## src/rtl/hazard_stall_controller.sv

```systemverilog
// Hazard / stall sequencer sitting beside the decode stage.
// Detects load-use hazards against EX, freezes the front pipe while the
// memory stage runs a multi-cycle access, and flushes IF/ID and ID/EX on
// taken conditional jumps. Outputs are Mealy: RUN reacts to inputs in the
// same cycle, MEM_WAIT and FLUSH extend the entry cycle by a down-counter.
module hazard_stall_controller #(
    parameter int REG_ADDR_W       = 3,
    parameter int MEM_STALL_CYCLES = 2,
    parameter int FLUSH_CYCLES     = 2
) (
    input  logic                  clk,
    input  logic                  reset,
    input  logic [REG_ADDR_W-1:0] dec_src1,
    input  logic                  dec_src1_valid,
    input  logic [REG_ADDR_W-1:0] dec_src2,
    input  logic                  dec_src2_valid,
    input  logic [REG_ADDR_W-1:0] ex_dst,
    input  logic                  ex_mem_read,
    input  logic                  ex_wb,
    input  logic                  mem_busy_req,
    input  logic                  jump_occured,
    input  logic                  direct_jump,
    output logic                  pc_write_en,
    output logic                  ifid_write_en,
    output logic                  idex_write_en,
    output logic                  idex_bubble,
    output logic                  ifid_flush,
    output logic [1:0]            state,
    output logic [15:0]           stall_count
);

    typedef enum logic [1:0] {
        ST_RUN      = 2'b00,
        ST_MEM_WAIT = 2'b01,
        ST_FLUSH    = 2'b10
    } state_t;

    // Counter only has to hold (cycles - 1), so clog2 of the larger count suffices.
    localparam int MAX_CYC = (MEM_STALL_CYCLES > FLUSH_CYCLES) ? MEM_STALL_CYCLES : FLUSH_CYCLES;
    localparam int CNT_W   = (MAX_CYC > 1) ? $clog2(MAX_CYC) : 1;
    localparam logic [CNT_W-1:0] MEM_LOAD   = CNT_W'(MEM_STALL_CYCLES - 1);
    localparam logic [CNT_W-1:0] FLUSH_LOAD = CNT_W'(FLUSH_CYCLES - 1);
    localparam logic [CNT_W-1:0] CNT_ONE    = CNT_W'(1);

    state_t           state_q, state_d;
    logic [CNT_W-1:0] cnt_q, cnt_d;
    logic [15:0]      stall_count_q, stall_count_d;
    logic             load_use;

    // Load-use hazard: EX is loading a register that decode wants to read.
    assign load_use = ex_mem_read & ex_wb &
                      ((dec_src1_valid & (dec_src1 == ex_dst)) |
                       (dec_src2_valid & (dec_src2 == ex_dst)));

    // Next-state and Mealy pipeline controls; reset forces the safe NOP pattern.
    always_comb begin
        state_d       = state_q;
        cnt_d         = cnt_q;
        pc_write_en   = 1'b1;
        ifid_write_en = 1'b1;
        idex_write_en = 1'b1;
        idex_bubble   = 1'b0;
        ifid_flush    = 1'b0;

        case (state_q)
            ST_RUN: begin
                if (mem_busy_req) begin
                    pc_write_en   = 1'b0;
                    ifid_write_en = 1'b0;
                    idex_write_en = 1'b0;
                    if (MEM_STALL_CYCLES > 1) begin
                        state_d = ST_MEM_WAIT;
                        cnt_d   = MEM_LOAD;
                    end
                end else if (jump_occured) begin
                    ifid_flush  = 1'b1;
                    idex_bubble = 1'b1;
                    if (FLUSH_CYCLES > 1) begin
                        state_d = ST_FLUSH;
                        cnt_d   = FLUSH_LOAD;
                    end
                end else if (direct_jump) begin
                    // Only the wrong-path fetch is squashed; decode's own
                    // instruction still proceeds into ID/EX.
                    ifid_flush = 1'b1;
                end else if (load_use) begin
                    pc_write_en   = 1'b0;
                    ifid_write_en = 1'b0;
                    idex_bubble   = 1'b1;
                end
            end
            ST_MEM_WAIT: begin
                // Everything else is ignored; a held jump is taken on return to RUN.
                pc_write_en   = 1'b0;
                ifid_write_en = 1'b0;
                idex_write_en = 1'b0;
                cnt_d         = cnt_q - CNT_ONE;
                if (cnt_q == CNT_ONE) begin
                    state_d = ST_RUN;
                end
            end
            ST_FLUSH: begin
                ifid_flush  = 1'b1;
                idex_bubble = 1'b1;
                cnt_d       = cnt_q - CNT_ONE;
                if (cnt_q == CNT_ONE) begin
                    state_d = ST_RUN;
                end
            end
            default: begin
                state_d = ST_RUN;
                cnt_d   = '0;
            end
        endcase

        if (!reset) begin
            pc_write_en   = 1'b0;
            ifid_write_en = 1'b0;
            idex_write_en = 1'b1;
            idex_bubble   = 1'b1;
            ifid_flush    = 1'b1;
        end
    end

    // Saturating count of cycles in which the PC was held.
    always_comb begin
        stall_count_d = stall_count_q;
        if (!pc_write_en && (stall_count_q != 16'hFFFF)) begin
            stall_count_d = stall_count_q + 16'd1;
        end
    end

    // State, duration counter and stall counter registers.
    always_ff @(posedge clk or negedge reset) begin
        if (!reset) begin
            state_q       <= ST_RUN;
            cnt_q         <= '0;
            stall_count_q <= '0;
        end else begin
            state_q       <= state_d;
            cnt_q         <= cnt_d;
            stall_count_q <= stall_count_d;
        end
    end

    assign state       = state_q;
    assign stall_count = stall_count_q;

endmodule

```

## config.mk

```make
export PLATFORM = sky130hd
export DESIGN_NAME = hazard_stall_controller
export DESIGN_NICKNAME = d
export VERILOG_FILES = /design/src/rtl/hazard_stall_controller.sv
export SDC_FILE = /design/constraint.sdc
export NUM_CORES = 1
export LEC_CHECK = 0
export ABC_AREA = 0
export BUFFER_PORTS_ARGS = -buffer_cell sky130_fd_sc_hd__buf_2
export CAP_MARGIN = 10
export CORE_AREA = 2 2 51 72
export DETAILED_ROUTE_END_ITERATION = 8
export DIE_AREA = 0 0 53 74
export HOLD_SLACK_MARGIN = 0.08
export PLACE_DENSITY = 0.68
export SKIP_CTS_REPAIR_TIMING = 1
export SYNTH_ARGS = -nofsm -noshare
export SYNTH_HDL_FRONTEND = slang
export SYNTH_SLANG_ARGS = --single-unit
export TNS_END_PERCENT = 10
```

## constraint.sdc

```tcl
create_clock -name clk -period 2.8 [get_ports clk]
set_clock_uncertainty 0.15 [all_clocks]
set_input_delay 0 -clock clk [delete_from_list [all_inputs] [get_ports clk]]
set_output_delay 0 -clock clk [all_outputs]
set_load 0.02 [all_outputs]
```

* After elaboration in Yosys (flattened, before gate mapping)
Cells that the tools add are included.
Word-level totals: register bits after elaboration 19, input bits 18, output and inout port bits 23
Cells by class: $add $sub $neg 2, equality and inequality tests 7, mux-type cells 27, bitwise logic cells 5, reduce and logical (&&, ||, !) cells 5
Operators by type and width (number):
- 1-bit two-way mux | 18
- 16-bit by 1-bit adder with 16-bit output, second input constant | 1
- 16-bit inequality test, second input constant | 1
- 1-bit one-hot mux with 2 select lines | 5
- 3-bit == test | 2
- 2-bit two-way mux | 3
- 1-bit bitwise AND | 4
- 2-bit one-hot mux with 2 select lines | 1
- 3-bit inequality test, second input constant | 1
- 2-bit by 1-bit == test with 1-bit output, second input constant | 1
- 2-bit == test, second input constant | 1
- 2-bit logical NOT | 1
- 2-bit by 1-bit inequality test with 1-bit output, second input constant | 1
- 2-bit AND reduction | 1
- 2-bit OR reduction | 1
- 1-bit logical AND | 1
- 1-bit logical NOT | 1
- 1-bit OR | 1
- 1-bit subtractor, second input constant | 1

* Depth between registers and ports, before layout
Gate-level depths: netlist of the first run.
word-level depth 12, mapped depth 8, gate-level depth less buffers 7

* Worst setup path before layout of the first run
OpenSTA, ideal clock, no wires.
path kind flip-flop to flip-flop, start register stall_count_q[7] (netlist: stall_count[7]), end register stall_count_q[1] (netlist: stall_count[1]), setup time 0.125 ns, data arrival time 1.897 ns, path slack 0.628 ns, stages on the path, launching flop included 7, path buffers 1, clock period less this slack 2.172 ns, cells stage by stage dfrtp_1 -> nand2_1 -> nor2_1 -> nand3_1 -> o32ai_2 -> buf_6 -> mux2_2
Between the ends: longest elaborated chain between the ends 2
RTL lines:
- start, declared | RTL line 47 | logic [15:0] stall_count_q, stall_count_d;
- start signal, assigned | RTL line 142 | stall_count_q <= stall_count_d;
- 16-bit inequality test | RTL line 128 | if (!pc_write_en && (stall_count_q != 16'hFFFF)) begin
- 1-bit logical AND | RTL line 128
Every way passes these cells. A chain may end at the register's enable or synchronous reset.

* Worst setup path after layout of the first run
start register state_q[0] (netlist: state[0]), end register stall_count_q[15] (netlist: stall_count[15])
Between the ends: longest elaborated chain between the ends 5, elaborated cells on any way between the ends 6, those cells by class eq/ne (1); mux (2); reduce/logical (3)
RTL lines:
- start, declared | RTL line 45 | state_t state_q, state_d;
- start signal, assigned | RTL line 140 | state_q <= state_d;
- 2-bit by 1-bit == test with 1-bit output / 2-bit logical NOT (equally long branches) | RTL line 65 | case (state_q)
- 1-bit one-hot mux with 2 select lines * | RTL line 65
- 1-bit two-way mux * | RTL line 116 | if (!reset) begin
- 1-bit logical NOT * | RTL line 128
- 1-bit logical AND * | RTL line 128
Mark *: on every way between the ends. The rest lies on a longest branch, timed or not.

==> results of run 1 <==
## report_power, final
part,total (mW),internal (mW),switching (mW)
registers,0.442,0.353,0.0897
logic,0.535,0.206,0.329
clock network,0.181,0.0986,0.0824
## placed cells by master, fill, tap and decap left out, types with 5 or more instances in the layout
cell type / n
nand3_1: 8
nand2_1: 10
xnor2_1: 8
nor2_1: 12
nor3_1: 5
xor2_1: 12
ha_1: 5
inv_1: 5
dfrtp_1: 19
buf_2: 40
## worst max path at each step
stage	startpoint	endpoint	slack [ps]	depth (start not counted)
floorplan	stall_count[7]	stall_count[1]	630	6
global placement	state[0]	stall_count[15]	730	8
detailed placement	state[0]	stall_count[15]	610	8
CTS	state[0]	stall_count[15]	590	8
global route	state[0]	stall_count[15]	460	8
finish	state[0]	stall_count[15]	600	8
## cells by family (layout without fill, tap and decap cells)
family | Yosys count | after routing | synth area share, %
AOI/OAI and AO/OA | 12 | 12 | 9.39
xor gates and xnor gates | 20 | 20 | 15.6
adders and majority gates | 5 | 5 | 5.59
buffers and inverters | 7 | 53 | 3.35
DFF | 19 | 19 | 42.5
muxes | 3 | 3 | 2.90
and+or+nand+nor | 47 | 47 | 20.7
## per-stage QoR
step | hold slack [ps] | area [µm²]
after floorplan | -446 | 1120
after global placement | -180 | 1360
after detailed placement | -174 | 1360
after CTS | -443 | 1410
after global routing | 140 | 1440
final | 88.5 | 1440
## state kept, by name (all words and copies together) (netlist names)
register	flops
cnt_q	1
stall_count	16
state	2
## cell type report
cell class                      count  area (µm²)  area share, %
Inverter                            5        18.8           1.31
Timing Repair Buffer               44         238           16.6
Sequential cell                    19         475           33.1
Multi-Input combinational cell     87         607           42.3
Clock inverter                      1        5.00          0.349
Tap cell                           40        50.0           3.49
Clock buffer                        3        41.3           2.88
## metal layers
layer	vias to the layer above	part of all wire, %	track usage, %
li1	478	-	-
met4	0	0.28	2.56
met5	-	0	0
met3	2	6.0	2.01
met1	446	40	14.4
met2	31	54	26.3
## worst max-delay path: stages, from the launching register on
cell	delay, ps
dfrtp_1	430
inv_1	100
ha_1	270
inv_1	110
a2111oi_4	250
o32ai_2	130
buf_4	210
nor4_1	300
xor2_1	180
==> qor.yml, run 1 <==
worstSetupEndpointType: "flop"
yosys.cell_types.count: 27
synth-seq-cells: 19
max_cap_viol_count: 0
fillers: 325
drt_first_pass_iters: 4
via_count: 957
synth_nets: 136
grt_pass1_vias: 944
syn_to_final_growth_pct: 28.2
synth_common_cells: "dfrtp_1 (19), nor2_1 (12), xor2_1 (12)"
ys_seq_area_share_pct: 42.5
status: "completed"
avgViaCountPerCell: 4.81
portBuffers: 40
worstPathArrival_ps: 2220
critPathKind: "flop to flop"
nets: 183
antenna_cells: 0
drc: 0
syn_inst: 113
io_pins: 41
die_h_um: 74
drtIter0Drc: 21
cts_num_sinks: 19
num_rows: 25
slew_headroom_pct: 68.7
avgSynthCellArea_um2: 9.91
setup_viol: 0
synth-edff-count: 0
core-area_um2: 3280
drive_gt1_share_pct: 32.7
htree_levels: 1
async_flop_share_pct: 100
finalPower_mw: 1.16
p_per_area_nw_per_um2: 807
cts_buffers: 3
synth_ff_type: "dfrtp_1"
wl_per_cell_um: 12.6
grtUsageTotal_pct: 13.2
fin_cells: 199
leakagePower_nw: 0.718
r2r_slack_ps: 600
die_w_um: 53
post-place-ws_ps: 609
antenna_found_initial: 0
cts_root_buffer: "clkbuf_8"
fmax_mhz: 454
drt-total-wl_um: 2500
ys_warn_count: 0
drv_slew: 0
min_period_over_period_pct: 78.7
yosysMostFrequentCell: "dfrtp_1"
worst_pin_slew_ps: 469
dp_cells: 192
grt_overflow: 0
setup_ws_ps: 596
worstPathRequired_ps: 2820
clk_pin_slew_ps: 70
netlist_area_um2: 1120
setup-tns-final_ps: 0
dieArea_um2: 3920
rsz0062_at_grt: "false"
r2r_end: "stall_count[15]"
clk_latency_ps: 250
ant_nets: 0
hold_viol_final: 0
synthTopCellsByArea: "dfrtp_1 (42%), xor2_1 (9.4%), xnor2_1 (6.3%), ha_1 (5.6%), nor2_1 (4.0%)"
gp_congestion: 0.835
ir_drop_v: 0.000603
yosysTopAreaCellShare_pct: 42.5
grt_start_max_net_pins: 23
cts_tree: "yes"
grt_pass1_wl_um: 3990
yosysTopAreaCell: "dfrtp_1"
hold_path_class: "input port to async pin"
r2r_start: "state[0]"
post-route-util_pct: 43.7
period_minus_slack_ps: 2200
initial_utilization_pct: 34.1
hpwl_um: 1990
clock_path_buffers: 2
worst-path-max-fanout: 15
cp-start-kind: "flop"
reg2regPathDepth: 8
(Power assumes the default switching activity.)
==> run 2: changes to the inputs <==
==> constraint.sdc (replaced) <==
create_clock -name clk -period 2.25 [get_ports clk]
set_clock_uncertainty 0.15 [all_clocks]
set_input_delay 0 -clock clk [delete_from_list [all_inputs] [get_ports clk]]
set_output_delay 0 -clock clk [all_outputs]
set_load 0.02 [all_outputs]
==> qor.yml, run 2 (same netlist as run 1, synthesis figures left out) <==
slew_headroom_pct: 78.3  # was 68.7%
drt-total-wl_um: 2610  # was 2500 µm
grt_overflow: 0  # unchanged
r2r_end: "stall_count[1]"  # was stall_count[15]
critPathMaxStageDelay_ps: 420  # was 430 ps
stdcell_area_um2: 1470  # was 1440 µm²
fmax_mhz: 469  # was 454 MHz
die_w_um: 53  # unchanged
leakagePower_nw: 0.724  # was 0.718 nW
htree_levels: 1  # unchanged
critPathSlowestCell: "dfrtp_1"  # unchanged
drive_gt1_share_pct: 35.6  # was 32.7%
p_int_mw: 0.840  # was 0.657 mW
r2r_slack_ps: 120  # was 600 ps
avgViaCountPerCell: 4.97  # was 4.81
portBuffers: 40  # unchanged
wl_per_cell_um: 13.1  # was 12.6 µm
mostFrequentLayoutCell: "buf_2"  # unchanged
cts_root_buffer: "clkbuf_8"  # unchanged
r2r_start: "stall_count[7]"  # was state[0]
worstPathRequired_ps: 2240  # was 2820 ps
dp_cells: 193  # was 192
nets: 184  # was 183
status: "completed"  # unchanged
io_pins: 41  # unchanged
cp_num_buf_inv: 1  # was 3
die_h_um: 74  # unchanged
setup-tns-final_ps: 0  # unchanged
grt_pass1_vias: 1019  # was 944
clkPwrFrac_pct: 15.7  # was 15.6%
largest_reg_flops: 16  # unchanged
post-route-util_pct: 44.8  # was 43.7%
worst-path-max-fanout: 15  # unchanged
antenna_cells: 0  # unchanged
hpwl_um: 2100  # was 1990 µm
ir_drop_v: 0.000809  # was 0.000603 V
worstPathArrival_ps: 2130  # was 2220 ps
worst_pin_slew_ps: 321  # was 469 ps
cts_num_sinks: 19  # unchanged
initial_utilization_pct: 34.1  # unchanged
drc: 0  # unchanged
drt_first_pass_iters: 4  # unchanged
clock_path_buffers: 2  # unchanged
via_count: 994  # was 957
clk_pin_slew_ps: 70  # about the same
pwr-share-comb_pct: 47.2  # was 46.2%
grtUsageTotal_pct: 14.4  # was 13.2%
antenna_found_initial: 0  # unchanged
worstSetupEndpointType: "flop"  # unchanged
reg2regPathDepth: 6  # was 8
critPathTopFamily: "simple AND/OR/NAND/NOR gates"  # was flip-flops
clk_latency_ps: 250  # about the same
max_cap_viol_count: 0  # unchanged
cts_tree: "yes"  # unchanged
cp-start-kind: "flop"  # unchanged
swShare_pct: 43.4  # was 43.3%
hold_path_class: "input port to async pin"  # unchanged
drv_slew: 0  # unchanged
fillers: 314  # was 325
grt_start_max_net_pins: 22  # was 23
dpl-instance-area_um2: 1370  # was 1360 µm²
crit_chain: "nand2_1, nor2_1, nand3_1, o32ai_2, buf_4, mux2_2"  # was inv_1, ha_1, inv_1, a2111oi_4, o32ai_2, buf_4, nor4_1, xor2_1
ant_nets: 0  # unchanged
drtIter0Drc: 14  # was 21
cts_buffers: 3  # unchanged
rsz0062_at_grt: "false"  # unchanged
min_period_over_period_pct: 94.8  # was 78.7%
gp_congestion: 0.782  # was 0.835
syn_to_final_growth_pct: 31.4  # was 28.2%
critPathKind: "flop to flop"  # unchanged
setup_viol: 0  # unchanged
fin_cells: 200  # was 199
seqPwrFrac_pct: 37.1  # was 38.2%
grt_pass1_wl_um: 4320  # was 3990 µm
p_per_area_nw_per_um2: 1010  # was 807 nW/µm²
core-area_um2: 3280  # unchanged
hold_viol_final: 0  # unchanged
dieArea_um2: 3920  # unchanged
mostFrequentLayoutCells: "buf_2 (40), dfrtp_1 (19), nor2_1 (12), xor2_1 (12), nand2_1 (10)"  # unchanged
num_rows: 25  # unchanged
power.switching_mw: 0.644  # was 0.501 mW
period_minus_slack_ps: 2130  # was 2200 ps
run 2: cell types whose count changed in the layout (fill, tap and decap cells not counted), sizes merged:
cell / before / now
buf: 41 / 42
run 2: stage by stage:
stage	worst slack, ps	power [mW]	hold slack [ps]
finish	117	1.48	121
global route	22.3	1.59	170
CTS	-17.3	1.47	-415
detailed placement	6.87	1.23	-141
global placement	176	1.19	-139
floorplan	78.1	1.01	-446
run 2: cell type report:
class	instances	area (µm²)	area share (%)
repair buffers	45	245	16.7
well taps	40	50.0	3.40
inverters	5	18.8	1.28
flip-flops and latches	19	475	32.3
multi-input cells	87	636	43.2
clock inverters	1	5.00	0.340
clock buffers	3	41.3	2.81
run 2: tightest hold or removal path, cell delays in order:
cell and delay [ps]:
dlygate4sd3_1 520, buf_2 120, buf_4 260
run 2: power by group through the flow:
stage / combinational (mW) / clock [mW] / sequential, mW
2_1_floorplan: 0.367 / 0 / 0.643
3_3_place_gp: 0.648 / 0 / 0.546
3_5_place_dp: 0.676 / 0 / 0.554
4_1_cts: 0.676 / 0.239 / 0.551
5_1_grt: 0.774 / 0.256 / 0.564
6_report: 0.700 / 0.233 / 0.550
run 2: worst max-delay path by stage:
stage / from / to / cells after the start
final: stall_count[7] / stall_count[1] / 6
after global routing: stall_count[7] / stall_count[1] / 6
after CTS: state[0] / stall_count[15] / 8
after detailed placement: state[0] / stall_count[15] / 8
after global placement: state[0] / stall_count[15] / 8
after floorplan: stall_count[7] / stall_count[1] / 6
run 2: routing by layer:
metal  vias up  share of wire, %  track usage, %
li1        480                 -               -
met1       479                39            16.1
met2        33                54            28.2
met3         2               6.7            1.61
met4         0              0.27            3.42
met5         -                 0               0
